===== src/rtl/dec_scan_n.sv =====
// dec_scan_n: N-to-2^N one-hot decoder with registered output, enable and an
// auto-scan mode that steps the shown code every DWELL clocks.
// Typical use: digit strobes for 7-segment displays or LED matrix row selects.
// DWELL must lie in 1..2^24.
module dec_scan_n #(
   parameter int SEL_W      = 3,
   parameter int DWELL      = 4,
   parameter bit ACTIVE_LOW = 1'b0
) (
   input  logic                    clk,
   input  logic                    rst,
   input  logic                    en,
   input  logic                    mode,
   input  logic [SEL_W-1:0]        sel,
   output logic [(2**SEL_W)-1:0]   out,
   output logic [SEL_W-1:0]        idx,
   output logic                    wrap
);

   localparam int OUT_W = 2 ** SEL_W;
   localparam int DW_W  = (DWELL > 1) ? $clog2(DWELL) : 1;
   localparam logic [DW_W-1:0]  DWELL_LAST = DW_W'(DWELL - 1);
   localparam logic [OUT_W-1:0] INACT      = {OUT_W{ACTIVE_LOW}};

   typedef enum logic [1:0] {
      ST_OFF  = 2'd0,
      ST_MAN  = 2'd1,
      ST_SCAN = 2'd2
   } state_t;

   state_t          state;
   logic [DW_W-1:0] dwell;

   // Active-level select pattern for a code; polarity is folded in here so the
   // output register holds the final pin levels.
   function automatic logic [OUT_W-1:0] act_code(input logic [SEL_W-1:0] code);
      logic [OUT_W-1:0] hot;
      hot = OUT_W'(1) << code;
      return ACTIVE_LOW ? ~hot : hot;
   endfunction

   // State, dwell timer and all outputs advance together on each rising edge.
   // NOTE: every register here uses <= so all of them see the pre-edge values
   // of idx/dwell/state; a blocking = would let later lines see updated values.
   always_ff @(posedge clk) begin
      // NOTE: reset is synchronous and covers every register, so no output
      // ever leaves reset in an unknown state.
      if (rst) begin
         state <= ST_OFF;
         out   <= INACT;
         idx   <= '0;
         wrap  <= 1'b0;
         dwell <= '0;
      end else if (!en) begin
         // Lines released; idx keeps the last code shown.
         state <= ST_OFF;
         out   <= INACT;
         wrap  <= 1'b0;
         dwell <= '0;
      end else if (!mode) begin
         // Manual: show sel one cycle later; any scan position is dropped.
         state <= ST_MAN;
         idx   <= sel;
         out   <= act_code(sel);
         wrap  <= 1'b0;
         dwell <= '0;
      end else if (state != ST_SCAN) begin
         // Scan entry: sel is the start code and this is dwell cycle 0.
         state <= ST_SCAN;
         idx   <= sel;
         out   <= act_code(sel);
         wrap  <= 1'b0;
         dwell <= '0;
      end else if (dwell == DWELL_LAST) begin
         // Dwell period over: step to the next code, flag the top-to-zero step.
         dwell <= '0;
         idx   <= idx + 1'b1;
         out   <= act_code(idx + 1'b1);
         wrap  <= (idx == {SEL_W{1'b1}});
      end else begin
         dwell <= dwell + 1'b1;
         wrap  <= 1'b0;
      end
   end

endmodule

===== config.mk =====
export PLATFORM = sky130hd
export DESIGN_NAME = dec_scan_n
export DESIGN_NICKNAME = d
export VERILOG_FILES = /design/src/rtl/dec_scan_n.sv
export SDC_FILE = /design/constraint.sdc
export NUM_CORES = 1
export LEC_CHECK = 0
export CAP_MARGIN = 0
export CORE_MARGIN = 5
export CORE_UTILIZATION = 45
export CTS_CLUSTER_SIZE = 16
export DETAILED_ROUTE_END_ITERATION = 10
export PLACE_DENSITY = 0.68
export SYNTH_ARGS = -nofsm -noshare
export SYNTH_HDL_FRONTEND = slang
export SYNTH_SLANG_ARGS = --single-unit

===== constraint.sdc =====
create_clock -name clk -period 3.4 [get_ports clk]
set_input_delay 0.85 -clock clk [delete_from_list [all_inputs] [get_ports clk]]
set_output_delay 0.85 -clock clk [all_outputs]
set_load 0.005 [all_outputs]

==> key figures, run 1 <==
Status
  – Status: finished clean

GRT
  – Initial antenna violation count: 0
  – GRT overflow: 0
  – Largest net degree at the start of global routing: 21
  – First-pass GRT wire length: 3300 um
  – Vias in the first global route: roughly 770
  – Total Routing Usage GR: between 10% and 20%

Power
  – Sw Share: ~25%
  – PwrDens: 320 nW/um^2
  – Static Leak: approximately 0.00043 uW
  – Combinational power share: ~14%
  – Sw Pwr: between 80 and 90 uW
  – Maximum VDD drop: 177 uV
  – Power share of the clock group: between 20% and 30%
  – Internal: about 260 uW
  – Sequential share of power: between 50% and 60%

Final layout
  – Layout cells sized above 1: 5.41%
  – Final Non-Filler Cells: 136
  – Fin nets: 127
  – Diode count: 0
  – Area grow syn2layout: 23.9%
  – Design Area, Final: 1070 sq um

Synth
  – Multiplexer share of the synthesized area: 3.62%
  – Post-Syn Instances: 95
  – Yosys warns: 0
  – Synth Net Count: between 100 and 150
  – Synth Area in Compound Gates: between 10% and 20%
  – Post-synthesis sequential area ratio: a little under two fifths
  – Combinational family with the most area after synthesis: simple AND/OR/NAND/NOR gates
  – Fraction of the mapped netlist area in adder cells: between 10% and 20%
  – Synth unique cells: 31
  – Syn Area/Cell: slightly above 9 sq um
  – Simple-gate share of the synthesized area: between 20% and 30%
  – Post-synthesis cell area: approximately 860 sq um
  – Seq cells post-synth: 16
  – Synth Area in XOR/XNOR: 0%

Worst setup path
  – Crit. path cell count: 1
  – Crit path largest cell delay: about 0.54 ns
  – Cell family with most CP delay: buffers and inverters
  – Startpoint Class: register
  – Crit path arrival time: roughly 1.2 ns
  – CP endpoint kind: output port
  – Setup Crit Path Kind: reg2out
  – CP bufs+invs: 1
  – CP Max Fanout: 5
  – Worst-case reg-to-reg path depth: 3
  – WP data required: about 2.6 ns
  – Critical-path cell list: clkdlybuf4s50_1
  – Master of the slowest instance on the critical path: clkdlybuf4s50_1

Detailed routing
  – Routed WL per cell: between 10 and 15 um
  – Via Count: 768
  – Routed WL: 1840 um
  – TritonRoute pass-1 iters: 4
  – Post-DRT Antenna Nets: 0
  – DR vias/cell: between 5 and 6
  – DR iter-0 viols: 10
  – Drc violations: 0

Place
  – Final RePlAce weighted congestion: around 0.84
  – Dpl cell area: about 1000 sq um
  – DPL Wire Length: about 1300 um
  – IO buf count: 18
  – DP Cell Count: approximately 130
  – Dpl ws: around 1.1 ns

Floorplanning
  – Rows: 15
  – Initial Util: 48.4%
  – Die ar.: 2890 sq um
  – I/O pins: 19
  – Die span in x: between 50 and 60 um
  – Die Ht: 53.8 um
  – Placeable Area: about 1800 sq um

STA
  – Slew HR: about three fifths
  – Worst setup margin: roughly 1.3 ns
  – WHS: between 0.4 and 0.5 ns
  – Hold Vio Cnt, Final: 0
  – Skew final: 0.00198 ns
  – Max Clock Freq: between 0.4 and 0.5 GHz
  – RSZ-0062 raised after global routing: no
  – Final setup violation count: 0
  – Tcrit/Tclk final: 61.6%
  – Setup TNS: 0 ns
  – Tmin final: around 2.1 ns
  – Final Max Slew Viols: 0
  – Worst slew pin tran: ~0.62 ns

CTS
  – Worst-Skew Late Latency: roughly 0.28 ns
  – TritonCTS clock tree: yes
  – Setup bufs post-CTS: 0
  – Reg clk slew, reported paths: about 0.09 ns
  – Max Buffers Root-to-Sink: 2
  – Clock root cell: clkbuf_4
  – Num CTS Buffers: 3
  – PostCTS Resize Cnt: 0
  – Clock sinks: 16
  – Cts hold-fix bufs: 0
  – H-tree Lvls: 1

Flow run
  – MaxCap Viol Count: 0

Min path
  – Hold WC Path Type: reg2reg
  – Hold Crit Depth: 1
==> worst paths after layout <==
| kind | start | end | slack [ns] |
|---|---|---|---|
| max | idx[0] | idx[0] | 1.31 |
| min | dwell[0] | dwell[0] | 0.43 |
| max reg2reg | dwell[0] | idx[2] | 1.78 |
| min reg2reg | dwell[0] | dwell[0] | 0.43 |
==> synth_stat cells (all sizes together) <==
cell type / instances / area share (%)
nor2: 2 / 0.87
nor3: 1 / 0.58
inv: 7 / 3.0
mux2i: 2 / 2.3
a21o: 1 / 0.87
dfxtp: 16 / 37
ha: 7 / 10
o41ai: 1 / 1.0
nand4b: 3 / 3.0
mux2: 1 / 1.3
nand3b: 2 / 1.7
or4b: 2 / 2.3
and4bb: 1 / 1.4
o21ai: 7 / 4.1
nand3: 2 / 1.2
nand4: 2 / 1.4
buf: 2 / 1.9
a21oi: 9 / 5.2
a311oi: 1 / 1.0
nor2b: 6 / 4.3
nand4bb: 1 / 1.3
o211ai: 1 / 0.87
nand2b: 1 / 0.73
and3: 4 / 2.9
and3b: 4 / 4.5
nand2: 3 / 1.3
clkbuf: 3 / 1.3
nor4: 2 / 1.4
a31oi: 1 / 0.73
==> through the flow <==
step | util [%] | total power, uW
detailed placement | 58.7 | 247
floorplan | - | 223
CTS | 60.0 | 346
finish | 60.0 | 342
global placement | 58.7 | 247
global route | 60.0 | 359
==> layout by cell type, fill, tap and decap left out, types with 3 or more instances in the layout <==
master and count:
clkdlybuf4s50_1 18, nand4b_1 3, and3b_1 3, nor2b_1 6
clkbuf_4 3, inv_1 7, o21ai_0 7, and3_1 4
dfxtp_1 16, a21oi_1 9, ha_1 7, nand2_1 3
==> final cells by class <==
class / count / area (sq um)
inverters: 7 / 26.3
multi-input cells: 67 / 489
clock buffers: 3 / 22.5
fillers: 165 / 713
repair buffers: 18 / 180
well taps: 25 / 31.3
flip-flops and latches: 16 / 320
==> routing by layer <==
layer | part of all wire (%) | track usage (%) | vias up
met4 | 2.0 | 10.6 | 0
met5 | 0 | 0 | -
met2 | 45 | 24.4 | 29
met3 | 6.7 | 2.49 | 5
met1 | 46 | 19.6 | 356
li1 | - | - | 378
==> state kept, by name (all words and copies together), names as in the netlist <==
name	count
out	8
idx	3
dwell	2
state	2
wrap	1
==> logic make-up (layout without fill, tap and decap cells) <==
kind of cell	after synthesis	count (layout)
adders and majority gates	7	7
and+or+nand+nor	36	36
buffers and inverters	12	28
DFF	16	16
AOI/OAI and AO/OA	21	21
muxes	3	3
==> power groups by stage <==
stage | combinational (uW) | sequential [uW] | clock (uW)
3_3_place_gp | 45.4 | 201 | 0
4_1_cts | 46.6 | 197 | 102
3_5_place_dp | 46.1 | 201 | 0
2_1_floorplan | 22.1 | 201 | 0
6_report | 46.7 | 197 | 98.3
5_1_grt | 52.7 | 198 | 109
No activity file was read; power rests on OpenSTA's default activity.
==> inputs of run 2 (changes only) <==
--- a/config.mk
+++ b/config.mk
@@ -7,10 +7,10 @@
 export LEC_CHECK = 0
 export CAP_MARGIN = 0
 export CORE_MARGIN = 5
-export CORE_UTILIZATION = 45
+export CORE_UTILIZATION = 44
 export CTS_CLUSTER_SIZE = 16
 export DETAILED_ROUTE_END_ITERATION = 10
-export PLACE_DENSITY = 0.68
+export PLACE_DENSITY = 0.7
 export SYNTH_ARGS = -nofsm -noshare
 export SYNTH_HDL_FRONTEND = slang
 export SYNTH_SLANG_ARGS = --single-unit
==> constraint.sdc (replaced) <==
create_clock -name clk -period 1.8 [get_ports clk]
set_input_delay 0.45 -clock clk [delete_from_list [all_inputs] [get_ports clk]]
set_output_delay 0.45 -clock clk [all_outputs]
set_load 0.005 [all_outputs]
==> key figures, run 2 (synthesis gave the netlist of run 1 again) <==
Status
  – Status: finished clean

Final layout
  – Layout cells sized above 1: around 15%
  – Multi-input logic area: just under 500 sq um
  – Final Non-Filler Cells: 150
  – Most frequent cells in the layout: clkdlybuf4s50_1, dfxtp_1, buf_4
  – Leading cell type in the layout, fill and taps excluded: clkdlybuf4s50_1
  – Max reg flops: 8
  – Top flop regs: out x8, idx x3
  – # fillers: 179
  – Area grow syn2layout: 35.4%
  – Design Area, Final: around 1200 sq um
  – FF/Latch Area: around 320 sq um
  – Register with the most flip-flops: out
  – Fin nets: 138
  – Diode count: 0

STA
  – Max Clock Freq: ~0.6 GHz
  – Skew final: roughly 0.0022 ns
  – Tmin final: about 1.7 ns
  – Tcrit/Tclk final: a little over nine tenths
  – Final Max Slew Viols: 0
  – Hold Vio Cnt, Final: 0
  – Worst slew pin tran: around 0.27 ns
  – Final setup violation count: 0
  – Slew HR: about four fifths
  – RSZ-0062 raised after global routing: no

Detailed routing
  – DR vias/cell: around 5.3
  – Post-DRT Antenna Nets: 0
  – Drc violations: 0
  – Via Count: roughly 800
  – TritonRoute pass-1 iters: 4
  – Routed WL per cell: 13.4 um
  – DR iter-0 viols: 9
  – Routed WL: about 2000 um

Floorplanning
  – Initial Util: between 40% and 50%
  – Die Ht: about 54 um
  – Rows: 16
  – I/O pins: 19
  – Placeable Area: 1920 sq um
  – Die ar.: between 2000 and 3000 sq um
  – Die span in x: 54.3 um

Worst setup path
  – Cell family with most CP delay: buffers and inverters
  – Worst r2r dst: out[6]
  – Setup Crit Path Kind: reg2out
  – Startpoint Class: register
  – Worst-case reg-to-reg path depth: 5
  – R2R Path Start: idx[0]
  – WP data required: 1.35 ns
  – CP bufs+invs: 1
  – Crit path largest cell delay: 0.53 ns
  – Reg2reg setup slack: 0.26 ns
  – CP endpoint kind: output port
  – Master of the slowest instance on the critical path: clkdlybuf4s50_1
  – CP Max Fanout: 5
  – Critical-path cell list: clkdlybuf4s50_1
  – Crit path arrival time: approximately 1.3 ns

Place
  – DPL Wire Length: about 1500 um
  – IO buf count: 18
  – DP Cell Count: about 150
  – Final RePlAce weighted congestion: between 0.8 and 0.9
  – Dpl cell area: between 1000 and 1500 sq um

GRT
  – First-pass GRT wire length: ~3300 um
  – Initial antenna violation count: 0
  – Largest net degree at the start of global routing: 14
  – Total Routing Usage GR: between 15 and 20%
  – GRT overflow: 0
  – Vias in the first global route: 755

Min path
  – Hold Path Sink: dwell[0]
  – Hold WC Path Type: reg2reg
  – HP Start: dwell[0]
  – Hold Crit Depth: 1

CTS
  – TritonCTS clock tree: yes
  – Setup bufs post-CTS: 0
  – Reg clk slew, reported paths: 0.10 ns
  – Worst-Skew Late Latency: 0.29 ns
  – Clock root cell: clkbuf_4
  – Num CTS Buffers: 3
  – Max Buffers Root-to-Sink: 2
  – Cts hold-fix bufs: 0
  – PostCTS Resize Cnt: 0
  – H-tree Lvls: 1
  – Clock sinks: 16

Power
  – Static Leak: 0.000485 uW
  – Total power: around 720 uW
  – PwrDens: between 600 and 700 nW/um^2
  – Maximum VDD drop: around 360 uV

Flow run
  – MaxCap Viol Count: 0
## run 2: power breakdown
group | internal, uW | switching (uW) | leakage (uW) | total [uW]
combinational | 57.4 | 46.2 | 0.000334 | 104
clock | 123 | 122 | 0.0000210 | 245
sequential | 363 | 8.73 | 0.000130 | 372
total | 544 | 177 | 0.000485 | 721
## run 2: through the flow
stage | utilization, % | setup TNS, ns | hold slack, ns | setup slack [ns]
after floorplan | - | 0 | 0.407 | 0.422
after global placement | 58.9 | -0.0302 | 0.415 | -0.0175
after detailed placement | 58.9 | -0.184 | 0.426 | -0.0601
after CTS | 60.8 | 0 | 0.441 | 0.0927
after global routing | 60.8 | 0 | 0.467 | 0.0545
final | 60.8 | 0 | 0.435 | 0.0977
## run 2: final cells by class
| type | instances | share of cell area, % |
|---|---|---|
| well taps | 27 | 2.89 |
| inverters | 7 | 2.25 |
| flip-flops and latches | 16 | 27.4 |
| repair buffers | 29 | 22.5 |
| clock buffers | 4 | 3.10 |
| multi-input cells | 67 | 41.9 |
## run 2: per-layer routing
metal,track usage [%],vias up,routed length [um]
met5,0,-,0
met4,8.71,0,32
met3,3.27,4,55
met2,25.1,14,975
met1,19.7,370,940
li1,-,400,-
## run 2: how the worst max path moves through the flow
stage | startpoint | to | slack, ns | depth (start not counted)
floorplan | idx[0] | out[5] | 0.42 | 5
global placement | mode | out[1] | -0.02 | 4
detailed placement | mode | out[2] | -0.06 | 4
CTS | idx[0] | idx[0] | 0.09 | 1
global route | idx[1] | idx[1] | 0.05 | 1
finish | idx[1] | idx[1] | 0.1 | 1
==> inputs of run 3 (changes only) <==
--- a/config.mk
+++ b/config.mk
@@ -7,10 +7,10 @@
 export LEC_CHECK = 0
 export CAP_MARGIN = 0
 export CORE_MARGIN = 5
-export CORE_UTILIZATION = 44
+export CORE_UTILIZATION = 45
 export CTS_CLUSTER_SIZE = 16
 export DETAILED_ROUTE_END_ITERATION = 10
-export PLACE_DENSITY = 0.7
+export PLACE_DENSITY = 0.68
 export SYNTH_ARGS = -nofsm -noshare
 export SYNTH_HDL_FRONTEND = slang
 export SYNTH_SLANG_ARGS = --single-unit
==> constraint.sdc (replaced) <==
create_clock -name clk -period 1.7 [get_ports clk]
set_input_delay 0.425 -clock clk [delete_from_list [all_inputs] [get_ports clk]]
set_output_delay 0.425 -clock clk [all_outputs]
set_load 0.005 [all_outputs]
==> key figures, run 3 (synthesis gave the netlist of run 1 again) <==
Final layout
  – Most frequent cells in the layout: clkdlybuf4s50_1, dfxtp_1, buf_4
  – Layout cells sized above 1: between 10% and 20%
  – Max reg flops: 8
  – Leading cell type in the layout, fill and taps excluded: clkdlybuf4s50_1
  – Diode count: 0
  – Design Area, Final: between 1000 and 1500 sq um
  – Top flop regs: out x8, idx x3
  – Area grow syn2layout: 38.3%
  – Fin nets: roughly 140
  – Register with the most flip-flops: out
  – Final Non-Filler Cells: between 150 and 200

GRT
  – Largest net degree at the start of global routing: 13
  – First-pass GRT wire length: about 3600 um
  – GRT overflow: 0
  – Vias in the first global route: 782
  – Total Routing Usage GR: 17.7%
  – Initial antenna violation count: 0

Detailed routing
  – TritonRoute pass-1 iters: 4
  – Routed WL: between 2000 and 2500 um
  – DR vias/cell: ~5.4
  – Drc violations: 0
  – DR iter-0 viols: 15
  – Post-DRT Antenna Nets: 0
  – Via Count: roughly 820
  – Routed WL per cell: 13.6 um

Floorplanning
  – Die ar.: between 2000 and 3000 sq um
  – Rows: 15
  – Die Ht: around 54 um
  – Die span in x: approximately 54 um
  – Placeable Area: 1780 sq um
  – Initial Util: approximately half
  – I/O pins: 19

Place
  – IO buf count: 18
  – DPL Wire Length: 1530 um
  – Final RePlAce weighted congestion: 0.834
  – Dpl cell area: ~1200 sq um
  – DP Cell Count: between 100 and 150

STA
  – Hold Vio Cnt, Final: 0
  – Tmin final: ~1.6 ns
  – Worst slew pin tran: 0.302 ns
  – Setup TNS: 0 ns
  – Tcrit/Tclk final: a little over nine tenths
  – Skew final: approximately 0.0053 ns
  – Max Clock Freq: about 0.6 GHz
  – Final setup violation count: 0
  – Final Max Slew Viols: 0
  – Slew HR: about four fifths
  – RSZ-0062 raised after global routing: no

Worst setup path
  – CP bufs+invs: 1
  – Crit path largest cell delay: between 0.5 and 0.6 ns
  – CP endpoint kind: output port
  – Crit. path cell count: 1
  – Cell family with most CP delay: buffers and inverters
  – Setup Crit Path Kind: reg2out
  – Crit path arrival time: around 1.2 ns
  – CP Max Fanout: 4
  – Critical-path cell list: clkdlybuf4s50_1
  – Startpoint Class: register
  – Worst-case reg-to-reg path depth: 5
  – WP data required: approximately 1.3 ns
  – Master of the slowest instance on the critical path: clkdlybuf4s50_1

Power
  – Static Leak: approximately 0.0005 uW
  – PwrDens: between 600 and 700 nW/um^2
  – Total power: approximately 760 uW
  – Maximum VDD drop: roughly 380 uV

CTS
  – Worst-Skew Late Latency: between 0.2 and 0.3 ns
  – Num CTS Buffers: 3
  – Reg clk slew, reported paths: 0.09 ns
  – Clock sinks: 16
  – TritonCTS clock tree: yes
  – H-tree Lvls: 1
  – Clock root cell: clkbuf_4
  – Max Buffers Root-to-Sink: 2

Flow run
  – MaxCap Viol Count: 0

Status
  – Status: finished clean

Min path
  – Hold WC Path Type: reg2reg
  – Hold Crit Depth: 1
## run 3: cell types whose count changed in the layout (fill, tap and decap cells not counted), sizes merged
cell,previous run,this run
buf,11,14
## run 3: metrics by stage
stage	util (%)	hold slack [ns]	worst slack (ns)
after detailed placement	64.6	0.427	-0.0550
after floorplan	-	0.407	0.322
after global routing	66.9	0.465	0.0129
after CTS	66.7	0.441	0.00835
after global placement	64.6	0.420	-0.0161
final	66.9	0.437	0.0592
## run 3: path summary, 6_finish.rpt
check	endpoint	startpoint	slack [ns]
min	dwell[0]	dwell[0]	0.44
min reg2reg	dwell[0]	dwell[0]	0.44
max	idx[2]	idx[2]	0.06
max reg2reg	out[1]	idx[0]	0.17
## run 3: report_power, final
part / internal, uW / switching, uW / total [uW]
Combinational: 64.2 / 51.0 / 115
Clock: 130 / 124 / 255
Sequential: 385 / 9.58 / 394
Total: 579 / 185 / 764
## run 3: metal layers
layer | wire length (um) | up-vias | track usage (%)
met1 | 977 | 385 | 23.4
li1 | - | 404 | -
met2 | 951 | 27 | 27.2
met3 | 113 | 2 | 4.16
met4 | 7 | 0 | 7.66
met5 | 0 | - | 0
## run 3: layout make-up
cell class	count	area, sq um
tap	25	31.3
fill	151	589
inverter	7	26.3
multi-input combinational	67	489
sequential	16	325
timing repair buffer	32	285
clock buffer	4	36.3
## run 3: timing repair
action,4_1_cts,5_1_grt
hold buffers,0,0
gates cloned,0,0
endpoints found under the setup margin,1,3
setup buffers,0,0
resized for setup,1,3
